==> src/rtl/video_pkg.sv <==
// Shared types and constants for the video frame-buffer write-snoop path.
package video_pkg;

   localparam int         CACHE_WORDS      = 16384;
   localparam logic [3:0] DEF_SCREEN0_PAGE = 4'd1;
   localparam logic [3:0] DEF_SCREEN1_PAGE = 4'd7;

   typedef struct packed {
      logic [14:0] addr;
      logic [15:0] data;
      logic [1:0]  wtbt;
   } cache_wr_t;

   typedef enum logic {
      ST_CLEAR = 1'b0,
      ST_RUN   = 1'b1
   } drain_state_t;

endpackage

==> src/rtl/sync_fifo.sv <==
// Single-clock FIFO holding snooped frame-buffer writes; a push into a full
// queue is accepted only when a pop frees a slot in the same cycle.
module sync_fifo
   import video_pkg::*;
#(
   parameter int WIDTH = $bits(cache_wr_t),
   parameter int DEPTH = 8,
   localparam int AW = $clog2(DEPTH),
   localparam int LW = AW + 1
) (
   input  logic             clk,
   input  logic             rst_n,
   input  logic             push,
   input  logic [WIDTH-1:0] din,
   input  logic             pop,
   output logic [WIDTH-1:0] dout,
   output logic             full,
   output logic             empty,
   output logic [LW-1:0]    level
);

   logic [WIDTH-1:0] mem [DEPTH];
   logic [AW-1:0]    wr_ptr;
   logic [AW-1:0]    rd_ptr;
   logic             push_ok;
   logic             pop_ok;

   assign full    = (level == LW'(DEPTH));
   assign empty   = (level == '0);
   assign pop_ok  = pop & ~empty;
   assign push_ok = push & (~full | pop_ok);
   assign dout    = mem[rd_ptr];

   always_ff @(posedge clk) begin
      if (push_ok) mem[wr_ptr] <= din;
   end

   // Pointers wrap naturally because DEPTH is a power of two.
   always_ff @(posedge clk or negedge rst_n) begin
      if (!rst_n) begin
         wr_ptr <= '0;
         rd_ptr <= '0;
         level  <= '0;
      end else begin
         if (push_ok) wr_ptr <= wr_ptr + 1'b1;
         if (pop_ok)  rd_ptr <= rd_ptr + 1'b1;
         level <= level + LW'(push_ok) - LW'(pop_ok);
      end
   end

endmodule

==> src/rtl/video_cache_snoop.sv <==
// Snoops CPU writes to the two screen pages and replays them into the frame
// buffer; define VIDEO_CLEAR_EN to add the power-up zero-fill sweep.
module video_cache_snoop
   import video_pkg::*;
#(
   parameter int         FIFO_DEPTH   = 8,
   parameter logic [3:0] SCREEN0_PAGE = DEF_SCREEN0_PAGE,
   parameter logic [3:0] SCREEN1_PAGE = DEF_SCREEN1_PAGE
) (
   input  logic                          clk_ram,
   input  logic                          reset_n,
   input  logic [17:0]                   ram_addr,
   input  logic [15:0]                   ram_din,
   input  logic [1:0]                    ram_wtbt,
   input  logic                          ram_we,
   input  logic                          ram_stb,
   input  logic                          ovf_clr,
   output logic [14:0]                   cache_addr,
   output logic [15:0]                   cache_data,
   output logic [1:0]                    cache_wtbt,
   output logic                          cache_we,
   output logic                          busy,
   output logic                          overflow,
   output logic [$clog2(FIFO_DEPTH):0]   fifo_level
);

   localparam int LW = $clog2(FIFO_DEPTH) + 1;

   logic          stb_q;
   logic          hit0;
   logic          hit1;
   logic          push_req;
   logic          push_acc;
   logic          pop;
   logic          full;
   logic          empty;
   logic          in_clear;
   logic          clear_next;
   logic [LW-1:0] level_nxt;
   cache_wr_t     wr_entry;
   cache_wr_t     head;
   logic          unused_addr0;

   assign unused_addr0 = ram_addr[0];

   assign hit0     = (ram_addr[17:14] == SCREEN0_PAGE);
   assign hit1     = (ram_addr[17:14] == SCREEN1_PAGE);
   assign push_req = ram_stb & ram_we & ~stb_q & (hit0 | hit1) & (ram_wtbt != 2'b00);
   assign pop      = ~in_clear & ~empty;
   assign push_acc = push_req & (~full | pop);

   // Screen 0 takes priority when both pages are configured the same.
   assign wr_entry.addr = {~hit0, ram_addr[13:1], 1'b0};
   assign wr_entry.data = ram_din;
   assign wr_entry.wtbt = ram_wtbt;

   assign level_nxt = fifo_level + LW'(push_acc) - LW'(pop);

   sync_fifo #(
      .WIDTH ($bits(cache_wr_t)),
      .DEPTH (FIFO_DEPTH)
   ) u_fifo (
      .clk   (clk_ram),
      .rst_n (reset_n),
      .push  (push_acc),
      .din   (wr_entry),
      .pop   (pop),
      .dout  (head),
      .full  (full),
      .empty (empty),
      .level (fifo_level)
   );

`ifdef VIDEO_CLEAR_EN
   localparam logic BUSY_RST = 1'b1;

   drain_state_t state;
   logic [13:0]  clr_cnt;

   assign in_clear   = (state == ST_CLEAR);
   assign clear_next = in_clear & (clr_cnt != 14'(CACHE_WORDS - 1));

   always_ff @(posedge clk_ram or negedge reset_n) begin
      if (!reset_n) begin
         state      <= ST_CLEAR;
         clr_cnt    <= '0;
         cache_we   <= 1'b0;
         cache_addr <= '0;
         cache_data <= '0;
         cache_wtbt <= '0;
      end else begin
         case (state)
            ST_CLEAR: begin
               cache_we   <= 1'b1;
               cache_addr <= {clr_cnt, 1'b0};
               cache_data <= '0;
               cache_wtbt <= 2'b11;
               clr_cnt    <= clr_cnt + 1'b1;
               if (clr_cnt == 14'(CACHE_WORDS - 1)) state <= ST_RUN;
            end
            default: begin
               cache_we <= pop;
               if (pop) begin
                  cache_addr <= head.addr;
                  cache_data <= head.data;
                  cache_wtbt <= head.wtbt;
               end
            end
         endcase
      end
   end
`else
   localparam logic BUSY_RST = 1'b0;

   assign in_clear   = 1'b0;
   assign clear_next = 1'b0;

   always_ff @(posedge clk_ram or negedge reset_n) begin
      if (!reset_n) begin
         cache_we   <= 1'b0;
         cache_addr <= '0;
         cache_data <= '0;
         cache_wtbt <= '0;
      end else begin
         cache_we <= pop;
         if (pop) begin
            cache_addr <= head.addr;
            cache_data <= head.data;
            cache_wtbt <= head.wtbt;
         end
      end
   end
`endif

   // A drop and a clear in the same cycle leave the flag set.
   always_ff @(posedge clk_ram or negedge reset_n) begin
      if (!reset_n) begin
         stb_q    <= 1'b0;
         overflow <= 1'b0;
         busy     <= BUSY_RST;
      end else begin
         stb_q <= ram_stb & ram_we;
         if (push_req & ~push_acc) overflow <= 1'b1;
         else if (ovf_clr)         overflow <= 1'b0;
         busy <= clear_next | (level_nxt != '0);
      end
   end

endmodule

==> config.mk <==
export PLATFORM = sky130hd
export DESIGN_NAME = video_cache_snoop
export DESIGN_NICKNAME = d
export VERILOG_FILES = /design/src/rtl/video_pkg.sv /design/src/rtl/sync_fifo.sv /design/src/rtl/video_cache_snoop.sv
export SDC_FILE = /design/constraint.sdc
export NUM_CORES = 1
export LEC_CHECK = 0
export CAP_MARGIN = 20
export CORE_ASPECT_RATIO = 1.5
export CORE_MARGIN = 2
export CORE_UTILIZATION = 39
export CTS_BUF_LIST = sky130_fd_sc_hd__clkbuf_16
export CTS_CLUSTER_SIZE = 12
export DETAILED_ROUTE_END_ITERATION = 10
export HOLD_SLACK_MARGIN = 0.06
export SLEW_MARGIN = 0
export SYNTH_ARGS = -nofsm -noshare
export SYNTH_HDL_FRONTEND = slang
export SYNTH_HIERARCHICAL = 1
export SYNTH_SLANG_ARGS = --single-unit
==> constraint.sdc <==
create_clock -name clk_ram -period 6.3 [get_ports clk_ram]
set_clock_uncertainty 0.05 [all_clocks]
set_input_delay 0.945 -clock clk_ram [delete_from_list [all_inputs] [get_ports clk_ram]]
set_output_delay 0.945 -clock clk_ram [all_outputs]
set_load 0.01 [all_outputs]
* Word-level counts from Yosys, hierarchy flattened
Memory sizes are Yosys's and may differ from the RTL's. A register that Yosys moved wholly into a read port is not among the register bits.
Cells that the tools add are included.
** Operators by class
- Reduce and logical (&&, ||, !) cells :: 6
- Muxes and demuxes :: 4
- Eq/ne operators :: 3
- Add/subtract/negate cells :: 6
- Bitwise gates (word level) :: 14
** Operator list (number)
- $add A4 B1 Y4 :: 2
- $sub A4 B1 Y4 :: 2
- $and A1 B1 Y1 :: 7
- $add A3 B1 Y3 const B :: 2
- $not A1 Y1 :: 5
- $eq A4 B1 Y1 const B :: 1
- $eq A4 B3 Y1 const B :: 1
- $eq A4 B4 Y1 const B :: 1
- $logic_not A4 Y1 :: 1
- $mux W1 :: 4
- $reduce_bool A2 Y1 :: 2
- $reduce_bool A4 Y1 :: 1
- $logic_not A1 Y1 :: 2
- $or A1 B1 Y1 :: 2
** Storage, ports and cells
- Memory bits (writable) :: 256
- Memories :: 1
- Word-level logic and storage cells :: 42
- Input port bits :: 41
- Output and inout bits :: 40
- Bits in registers :: 29
** Memories
- u_fifo.mem :: depth 8, bits a word 32, rd ports 1, clocked after Yosys merged registers in 1, wr ports 1, RTL line sync_fifo.sv:22 : logic [WIDTH-1:0] mem [DEPTH];

* Logic depth before layout (Yosys ltp)
Gate-level depths: netlist (run 1).
- Word-level depth :: 8
- Mapped depth :: 14
- Gate-level depth less buffers :: 14

* Cells and area by module
The synthesis (run 1) kept the hierarchy.
** Modules (own cells, without submodules)
- sync_fifo :: area each 10741.6 µm², cells each 442, instances 1, seq. area each 8177.8 µm²
- video_cache_snoop :: area each 1545.2 µm², cells each 105, instances 1, seq. area each 925.9 µm²

* Worst setup path after synthesis (run 1)
OpenSTA, ideal clock, no wires.
- Path kind :: input to register
- From :: input port ram_addr[15]
- To :: memory u_fifo/mem[4][0] (netlist name), enable pin
- Stages on the path :: 5
- Data required time :: 5.744 ns
- Library setup time :: 0.506 ns
- Buffers on the path :: 0
- Arrival time :: 5.356 ns
- Path slack :: 0.389 ns
- Cell sequence :: xor2_1 -> or4_4 -> a21oi_1 -> nand2_1 -> nor4_1
** On the way
- Longest elaborated chain between the ends :: 8
- Elaborated cells on any way between the ends :: 9
- Those cells by class :: 2 x eq/ne; 2 x mux; 5 x bitwise
** RTL lines
- from (decl) :: RTL line video_cache_snoop.sv:12 : input logic [17:0] ram_addr,
- $eq A4 B1 Y1 / $eq A4 B3 Y1 (equally long branches) :: RTL line video_cache_snoop.sv:46, video_cache_snoop.sv:47
- $or A1 B1 Y1 * :: RTL line video_cache_snoop.sv:48 : assign push_req = ram_stb & ram_we & ~stb_q & (hit0 | hit1) & (ram_wtbt != 2'b00);
- $and A1 B1 Y1 * (2 in series) :: RTL line video_cache_snoop.sv:48
- $and A1 B1 Y1 * :: RTL line video_cache_snoop.sv:50 : assign push_acc = push_req & (~full | pop);
- via push_acc :: RTL line video_cache_snoop.sv:33 : logic push_acc;
- $and A1 B1 Y1 * :: RTL line sync_fifo.sv:31 : assign push_ok = push & (~full | pop_ok);
- $mux W1 * :: RTL line sync_fifo.sv:35 : if (push_ok) mem[wr_ptr] <= din;
- $mux W1 (not written as such) * :: RTL line sync_fifo.sv:35
- to (decl) :: RTL line sync_fifo.sv:22
The timed path passes the listed nets; every way through them passes the cells marked *.

* Worst setup path in the final report (run 1)
- From :: input port ram_wtbt[1]
- To :: memory u_fifo/mem[7][16] (netlist name), enable pin
** On the way
- Longest elaborated chain between the ends :: 6
** RTL lines
- from (decl) :: RTL line video_cache_snoop.sv:14 : input logic [1:0] ram_wtbt,
- $reduce_bool A2 Y1 :: RTL line video_cache_snoop.sv:48
- $and A1 B1 Y1 :: RTL line video_cache_snoop.sv:48
- $and A1 B1 Y1 :: RTL line video_cache_snoop.sv:50
- via push_acc :: RTL line video_cache_snoop.sv:33
- $and A1 B1 Y1 :: RTL line sync_fifo.sv:31
- $mux W1 :: RTL line sync_fifo.sv:35
- $mux W1 (not written as such) :: RTL line sync_fifo.sv:35
The timed path passes the listed nets, and every way through them passes these cells.

==> results.cfg, run 1 <==
[synthesis]
synth-seq-cells = 311
synth_unique_cells = 42
postSynth.asyncResetShare_pct = 15.11
synth-main-ff-cell = edfxtp_1
synth-seq-area-share_pct = 74.09
cell_area_after_synthesis_um2 = 12290
yosys_warnings = 6
post_synth.cell_area_avg_um2 = 22.46
post_synth_inst_count = 547
synth_edf_count = 264

[sta]
rsz0062_at_grt = false
maxClockFrequency_mhz = 244.8
timing.slew.headroom_pct = 28.68
final.min_clock_period_ns = 4.085
finalMaxSlewViolations = 0
fin_crit_share_pct = 64.84
finalHoldViolCount = 0
worstMarginPinSlew_ns = 1.064
setup-violations-final = 0
final.setup.tns_ns = 0

[placed_design]
hpwl_um = 13290
numPlacedInstances = 1032
globalplace.congestion = 0.6835
port_buffers = 79

[clock_tree]
clock_tree_from_tritoncts = built
total_of_cells_resized_after_clock_tree_synthesis = 0
cts.reportedPaths.clkPinSlew_ns = 0.06
hold_buffers = 0
ctsRootBufferMaster = clkbuf_16
postCtsSetupBuffers = 0
clockBufferDepth = 3
cts_num_sinks = 311
cts_inserted_buffers = 30
clock_latency_on_the_worst_skew_pair_ns = 0.56
cts-htree-levels = 1

[power_and_ir_drop]
switching_share_pct = 26.62
net_switching_power_of_the_design_uw = 1592
share_comb_of_total_power_pct = 30.7
internal-power_uw = 4389
pwr_density_cell_nw_per_um2 = 411.3
share_seq_of_total_power_pct = 42.4
clock_power_share_pct = 26.9
ir_drop_mv = 0.2189
power.leakage_uw = 0.005010

[critical_path]
crit_path_max_fanout = 25
worstPathRequired_ns = 6.51
cp-start-kind = input pin
timing.critical_path.cells = clkdlybuf4s50_1, o211ai_1, or4_4, a21oi_1, nand2_1, nor3_2, buf_12
critPathArrivalTime_ns = 4.29
timing.rr.end = u_fifo/mem[7][16]
critPathMaxStageDelay_ns = 0.93
timing.reg2reg.setup_slack_ns = 2.91
critical-path-slowest-cell = nor3_2
worst-r2r-cell-count = 8
setup.worst_path.class = input pin to flip-flop
rr_startpoint = u_fifo/level[2]
cp-end-kind = flip-flop

[grt]
overflow = 0
grt_pass1_vias = 6243
grt_antenna_before_repair = 0
grt_pass1_wl_um = 36300
gr-usage-all-layers_pct = 14.72
pin_count_of_the_biggest_net_entering_global_routing = 68

[routing]
dr_total_vias = 5544
route.detailed.wl_per_inst_um = 21.75
detail_route.vias_per_cell = 5.105
drtPass1Iterations = 6
drtIter0Drc = 348
wire_length_after_detailed_routing_um = 23620
ant_nets = 0
drt_drc_violations_left = 0

[floorplanning]
initial_core_util_pct = 39.59
num_rows = 79
die_area_um2 = 32970
floorplan.die.height_um = 221.4
fp.dieW_um = 148.9
top_level_ports = 81
core_area_um2 = 31040

[final_layout]
n_antenna_cell = 0
design.final.nets = 714
drive_gt1_share_pct = 26.58
layout.core_utilization_pct = 46.85
commonest_non_fill_non_tap_cell_in_the_layout = edfxtp_1
areaGrowthSynthToFinish_pct = 18.35
final_cell_count_no_fill = 1086
final_cell_mix = 264 x edfxtp_1, 78 x clkdlybuf4s50_1, 47 x mux4_2

[status]
status = completed

[job]
max_cap_violations = 0

[min_path]
hold_class = flip-flop to flip-flop
hold_path_end = cache_addr[14]
min_path_cells = 1
min_from = cache_addr[14]
power by group through the flow:
stage	Sequential (µW)	Clock, µW	Combinational (µW)
2_1_floorplan	2590	0	1320
3_3_place_gp	2570	0	1830
3_5_place_dp	2580	0	1880
4_1_cts	2540	1660	1880
5_1_grt	2560	1740	1990
6_report	2540	1610	1840
state kept, by name, summed over array words and instances, names as in the netlist:
signal         count
cache_wtbt         2
cache_addr        15
u_fifo/wr_ptr      3
cache_data        16
cache_we           1
u_fifo/mem       264
u_fifo/rd_ptr      3
stb_q              1
busy               1
overflow           1
u_fifo/level       4
synth_stat cells (2+ instances only):
master      n  area, µm²
mux2_2     38      427.9
nand2b_1    5      31.28
nor4_1      2      12.51
nor3b_1     2      15.01
clkbuf_4    3      22.52
a21oi_1     4      20.02
o211ai_1    2      15.01
nand2_1     5      18.77
xnor2_1     5      43.79
mux4_2     47       1059
nor3_1      6      30.03
mux2_4     29      435.4
mux4_1     19      499.2
buf_12      4      80.08
dfrtp_1    47       1176
edfxtp_1  264       7928
fa_1        2      40.04
buf_1       2      7.510
buf_2      10      50.05
ha_1       11      137.6
inv_1      12      45.04
nor2_1      3      11.26
xor2_1      4      35.03
clkbuf_1    3      11.26
worst max-delay path: cells and delay by family:
| family | cells | cell delay (ns) |
|---|---|---|
| AOI/OAI and AO/OA | 2 | 0.64 |
| buffers and inverters | 2 | 1.01 |
| and+or+nand+nor | 3 | 1.68 |
worst max path at each step:
| stage | startpoint | end | slack [ns] | depth (start not counted) |
|---|---|---|---|---|
| 4_1_cts | ram_wtbt[1] | u_fifo/mem[7][0] | 2.23 | 7 |
| 5_1_grt | ram_wtbt[1] | u_fifo/mem[7][10] | 1.99 | 7 |
| 3_3_place_gp | ram_wtbt[1] | u_fifo/mem[1][17] | 1.66 | 7 |
| 3_5_place_dp | ram_wtbt[1] | u_fifo/mem[7][26] | 1.63 | 7 |
| 2_1_floorplan | ram_addr[15] | u_fifo/mem[4][0] | 0.39 | 5 |
| 6_report | ram_wtbt[1] | u_fifo/mem[7][16] | 2.22 | 7 |
logic make-up (layout without fill, tap and decap cells):
kind of cell | Yosys count | count (layout) | share of synthesized area [%]
AOI/OAI and AO/OA | 10 | 10 | 0.4786
xor gates and xnor gates | 9 | 9 | 0.6415
adders and majority gates | 13 | 13 | 1.446
buffers and inverters | 36 | 163 | 1.884
DFF | 311 | 311 | 74.09
muxes | 135 | 135 | 19.88
other | 1 | 8 | 0.03052
and+or+nand+nor | 32 | 32 | 1.548
layout make-up:
class | count | area (µm²)
fillers | 2636 | 16500
multi-input cells | 207 | 3025
well taps | 405 | 506.7
clock buffers | 30 | 750.7
inverters | 13 | 48.80
flip-flops and latches | 311 | 9110
clock inverters | 23 | 125.1
repair buffers | 97 | 974.7
through the flow:
step                hold WS (ns)  power (µW)  setup slack [ns]  area (µm²)
floorplan                 0.4096        3909            0.3885       12310
global placement          0.4367        4403             1.664       13650
detailed placement        0.4386        4462             1.631       13650
CTS                       0.4558        6080             2.226       14530
global route              0.4705        6292             1.986       14540
finish                    0.4527        5981             2.215       14540
per-layer routing:
| layer | vias up | wire length [µm] | GRT usage [%] |
|---|---|---|---|
| met5 | - | 0 | 0 |
| met4 | 0 | 551 | 4.731 |
| met3 | 28 | 795 | 1.794 |
| met2 | 103 | 12940 | 27.07 |
| met1 | 2961 | 9338 | 17.78 |
| li1 | 2452 | - | - |
Note: power is estimated with default switching activity, not from simulation.
==> run 2, diff against run 1 <==
==> constraint.sdc (replaced) <==
create_clock -name clk_ram -period 3.3 [get_ports clk_ram]
set_clock_uncertainty 0.05 [all_clocks]
set_input_delay 0.495 -clock clk_ram [delete_from_list [all_inputs] [get_ports clk_ram]]
set_output_delay 0.495 -clock clk_ram [all_outputs]
set_load 0.01 [all_outputs]
==> results.cfg, run 2 (synthesized netlist as in run 1, its figures left out) <==
[power_and_ir_drop]
pwr_density_cell_nw_per_um2 = 778.3
switching_share_pct = 26.69
internal-power_uw = 8481
share_seq_of_total_power_pct = 43.8
power.leakage_uw = 0.005121
post-layout-total-power_uw = 11570
clock_power_share_pct = 27.1
net_switching_power_of_the_design_uw = 3087
ir_drop_mv = 0.4373
share_comb_of_total_power_pct = 29.1

[final_layout]
number_of_flip_flops_in_the_largest_register = 264
drive_gt1_share_pct = 28.24
largestRegisters = u_fifo/mem: 264 flops, cache_data: 16 flops, cache_addr: 15 flops
n_antenna_cell = 0
final_cell_mix = 264 x edfxtp_1, 78 x clkdlybuf4s50_1, 47 x mux4_2
areaGrowthSynthToFinish_pct = 20.97
reg_with_most_ffs = u_fifo/mem
final_cell_count_no_fill = 1099
design.final.nets = 725
design_area_um2 = 14860
commonest_non_fill_non_tap_cell_in_the_layout = edfxtp_1

[critical_path]
critical-path-slowest-cell = or3b_1
worstSetupStartpoint = u_fifo/level[2]
worst-r2r-cell-count = 14
critPathArrivalTime_ns = 3.34
path_depth = 14
setup.worst_path.class = flip-flop to flip-flop
cp.buffers_inverters = 4
timing.rr.end = busy
timing.reg2reg.setup_slack_ns = 0.33
crit_path_end = busy
timing.critical_path.cells = inv_1, ha_1, or3b_1, inv_2, nand2_1, nand2b_4, ha_1, inv_1, ha_1, inv_1, fa_1, xnor2_1, nor3b_1, o21ai_0
crit_family = adder cells
critPathMaxStageDelay_ns = 0.46
crit_path_max_fanout = 5
cp-start-kind = flip-flop
worstPathRequired_ns = 3.67
rr_startpoint = u_fifo/level[2]
cp-end-kind = flip-flop

[routing]
ant_nets = 0
route.detailed.wl_per_inst_um = 21.58
drtPass1Iterations = 6
detail_route.vias_per_cell = 5.046
dr_total_vias = 5546
drt_drc_violations_left = 0
wire_length_after_detailed_routing_um = 23710
drtIter0Drc = 309

[placed_design]
port_buffers = 79
post-place-ws_ns = -0.06122
hpwl_um = 14160
dpl-instance-area_um2 = 13950
globalplace.congestion = 0.6817
numPlacedInstances = 1042

[sta]
setup-violations-final = 0
finalMaxSlewViolations = 0
final.setup.worst_slack_ns = 0.3297
final.setup.tns_ns = 0
timing.slew.headroom_pct = 41.86
rsz0062_at_grt = false
maxClockFrequency_mhz = 336.7
fin_crit_share_pct = 90.01
worstMarginPinSlew_ns = 0.8711
final.min_clock_period_ns = 2.970
finalHoldViolCount = 0

[grt]
use_met1_pct = 17.03
grt_most_used_layer = met2
global_route.usage.met2_pct = 27.71
overflow = 0
grt_pass1_wl_um = 36420
pin_count_of_the_biggest_net_entering_global_routing = 36
met3_demand_to_capacity_share_in_global_routing_pct = 2.082
gr-usage-all-layers_pct = 14.64
grt_antenna_before_repair = 0
grt_pass1_vias = 6201

[job]
max_cap_violations = 0

[min_path]
hold_class = flip-flop to flip-flop

[clock_tree]
postCtsSetupBuffers = 0
clockBufferDepth = 3
cts_inserted_buffers = 31
cts_num_sinks = 311
cts.reportedPaths.clkPinSlew_ns = 0.06
clock_tree_from_tritoncts = built
ctsRootBufferMaster = clkbuf_16
cts-htree-levels = 1
clock_latency_on_the_worst_skew_pair_ns = 0.55

[floorplanning]
num_rows = 79
fp.dieW_um = 148.9
core_area_um2 = 31040
top_level_ports = 81
initial_core_util_pct = 39.59
floorplan.die.height_um = 221.4
die_area_um2 = 32970

[status]
status = completed
## run 2: power by group through the flow
stage,logic [µW],registers [µW],clock network [µW]
floorplan,2550,4950,0
global placement,3340,5150,0
detailed placement,3430,5170,0
CTS,3440,5090,3230
global route,3620,5140,3390
finish,3360,5070,3140
## run 2: worst register-to-register path: stages, from the launching register on
cell and delay [ns]:
dfrtp_1 0.42, inv_1 0.12, ha_1 0.15, or3b_1 0.46, inv_2 0.10, nand2_1 0.10
nand2b_4 0.09, ha_1 0.22, inv_1 0.05, ha_1 0.15, inv_1 0.06, fa_1 0.40
xnor2_1 0.13, nor3b_1 0.20, o21ai_0 0.13
## run 2: per-stage QoR
step	hold slack (ns)	util (%)
6_report	0.4553	47.89
5_1_grt	0.4703	47.89
4_1_cts	0.4410	47.89
3_5_place_dp	0.4470	44.94
3_3_place_gp	0.4387	44.94
2_1_floorplan	0.1494	-
## run 2: how the worst min path moves through the flow
| stage | from | end | slack (ns) | cells past startpoint |
|---|---|---|---|---|
| final | cache_addr[8] | cache_addr[8] | 0.46 | 1 |
| after global routing | ovf_clr | overflow | 0.47 | 2 |
| after CTS | ovf_clr | overflow | 0.44 | 2 |
| after detailed placement | cache_addr[8] | cache_addr[8] | 0.45 | 1 |
| after global placement | cache_data[10] | cache_data[10] | 0.44 | 1 |
| after floorplan | reset_n | busy | 0.15 | 0 |
## run 2: metal layers
layer / up-vias / wire length (µm)
li1: 2480 / -
met1: 2941 / 9294
met2: 91 / 13160
met3: 34 / 795
met4: 0 / 468
met5: - / 0
## run 2: what timing repair did
action                                 4_1_cts  5_1_grt
endpoints found under the hold margin       27        0
hold buffers                                 1        0
setup endpoints to repair                    0        0
gates resized for setup                      0        0
## run 2: area by class of cell
type / count / area [µm²]
well taps: 405 / 506.7
multi-input cells: 207 / 3092
repair buffers: 107 / 1199
fillers: 2555 / 16170
clock inverters: 25 / 128.9
clock buffers: 31 / 775.7
flip-flops and latches: 311 / 9112
inverters: 13 / 48.80
==> run 3, diff against run 2 <==
--- a/config.mk
+++ b/config.mk
@@ -18,3 +18,4 @@
 export SYNTH_HDL_FRONTEND = slang
 export SYNTH_HIERARCHICAL = 1
 export SYNTH_SLANG_ARGS = --single-unit
+export TNS_END_PERCENT = 5
==> results.cfg, run 3 (synthesized netlist as in run 1, its figures left out) <==
[grt]
grt_pass1_wl_um = 36850
gr-usage-all-layers_pct = 15.06
overflow = 0
grt_antenna_before_repair = 1
pin_count_of_the_biggest_net_entering_global_routing = 68
grt_pass1_vias = 6088

[routing]
ant_nets = 0
wl_met1_um = 9403
detail_route.vias_per_cell = 5.049
drt_drc_violations_left = 0
drtIter0Drc = 309
top_signal_layer_used = met5
route.detailed.wl_per_inst_um = 22.20
met3WireLength_um = 880
drtPass1Iterations = 4
wire_length_after_detailed_routing_um = 24440
dr_total_vias = 5559
wl_met2_um = 13650

[clock_tree]
clock_latency_on_the_worst_skew_pair_ns = 0.55
total_of_cells_resized_after_clock_tree_synthesis = 0
ctsRootBufferMaster = clkbuf_16
cts_inserted_buffers = 30
clockBufferDepth = 3
hold_buffers = 1
postCtsSetupBuffers = 0
clock_tree_from_tritoncts = built
cts-htree-levels = 1
cts.reportedPaths.clkPinSlew_ns = 0.06
cts_num_sinks = 311

[sta]
maxClockFrequency_mhz = 334.3
worstMarginPinSlew_ns = 0.8344
timing.slew.headroom_pct = 44.37
final.min_clock_period_ns = 2.991
finalHoldViolCount = 0
finalMaxSlewViolations = 0
final.setup.worst_slack_ns = 0.3085
fin_crit_share_pct = 90.65
setup-violations-final = 0
rsz0062_at_grt = false

[min_path]
hold_class = flip-flop to flip-flop
min_from = cache_data[8]

[final_layout]
reg_with_most_ffs = u_fifo/mem
number_of_flip_flops_in_the_largest_register = 264
commonest_non_fill_non_tap_cell_in_the_layout = edfxtp_1
fillerInstances = 2558
largestRegisters = u_fifo/mem: 264 flops, cache_data: 16 flops, cache_addr: 15 flops
areaGrowthSynthToFinish_pct = 20.64
design.final.nets = 727
drive_gt1_share_pct = 28.30
layout.core_utilization_pct = 47.76
final_cell_mix = 264 x edfxtp_1, 78 x clkdlybuf4s50_1, 47 x mux4_2
final_cell_count_no_fill = 1101
design_area_um2 = 14820
n_antenna_cell = 0

[power_and_ir_drop]
pwr_density_cell_nw_per_um2 = 775.3
power.leakage_uw = 0.005119
ir_drop_mv = 0.4091

[critical_path]
cp-start-kind = flip-flop
worstPathRequired_ns = 3.68
setup.worst_path.class = flip-flop to flip-flop
rr_startpoint = u_fifo/level[2]
crit_path_max_fanout = 5
critPathArrivalTime_ns = 3.37
worstSetupStartpoint = u_fifo/level[2]
cp-end-kind = flip-flop

[floorplanning]
core_area_um2 = 31040
top_level_ports = 81
num_rows = 79
die_area_um2 = 32970
initial_core_util_pct = 39.59
floorplan.die.height_um = 221.4
fp.dieW_um = 148.9

[status]
status = completed

[placed_design]
numPlacedInstances = 1045
post-place-ws_ns = -0.09295
port_buffers = 79
dpl-instance-area_um2 = 13940
globalplace.congestion = 0.7159
hpwl_um = 14290

[job]
max_cap_violations = 0
[run 3: cell types whose count changed in the layout (fill, tap and decap cells not counted)]
cell | before | now
nor2b_2 | 1 | 0
buf_12 | 16 | 14
dfrtp_4 | 2 | 1
inv_6 | 0 | 1
buf_4 | 11 | 16
inv_1 | 32 | 33
bufinv_16 | 1 | 0
nor2b_1 | 0 | 1
dfrtp_2 | 1 | 2
inv_8 | 1 | 0
clkinv_1 | 2 | 1
[run 3: area by class of cell]
| class | instances | area [µm²] | share of cell area (%) |
|---|---|---|---|
| multi-input combinational | 207 | 3089 | 20.84 |
| sequential | 311 | 9110 | 61.46 |
| timing repair buffer | 110 | 1196 | 8.070 |
| clock buffer | 31 | 775.7 | 5.233 |
| tap | 405 | 506.7 | 3.419 |
| inverter | 13 | 48.80 | 0.3292 |
| clock inverter | 24 | 96.34 | 0.6500 |
[run 3: path summary, 6_finish.rpt]
check                                   end  slack [ns]  cells after the start
setup / recovery                       busy        0.31                     14
hold / removal                cache_data[8]        0.46                      1
setup reg to reg                       busy        0.31                     14
hold reg to reg               cache_data[8]        0.46                      1
max in group asynchronous  u_fifo/rd_ptr[1]        2.04                      2
min in group asynchronous     cache_data[5]        0.54                      2
[run 3: power by group]
part           total (µW)  switching (µW)  internal (µW)
Clock                3040            1360           1680
Combinational        3460            1320           2140
Sequential           4990             413           4580
[run 3: routing by layer]
layer  GRT usage [%]  vias to the layer above
li1                -                     2484
met1           17.28                     2923
met2           28.60                      115
met3           2.082                       35
met4           4.639                        2
met5               0                        -
[run 3: through the flow]
| step | hold WS [ns] | setup TNS, ns | total power [µW] |
|---|---|---|---|
| after floorplan | 0.1494 | -53.45 | 7488 |
| after global placement | 0.4384 | -0.8103 | 8491 |
| after detailed placement | 0.4438 | -5.351 | 8617 |
| after CTS | 0.4443 | 0 | 11670 |
| after global routing | 0.4647 | 0 | 12050 |
| final | 0.4551 | 0 | 11490 |
[run 3: critical path, stage by stage (launching register included)]
cell	delay [ns]
dfrtp_1	0.43
inv_1	0.14
ha_1	0.16
or3b_1	0.47
inv_2	0.10
nand2_1	0.10
nand2b_4	0.09
ha_1	0.22
inv_1	0.05
ha_1	0.15
inv_1	0.06
fa_1	0.40
xnor2_1	0.14
nor3b_1	0.19
o21ai_0	0.11
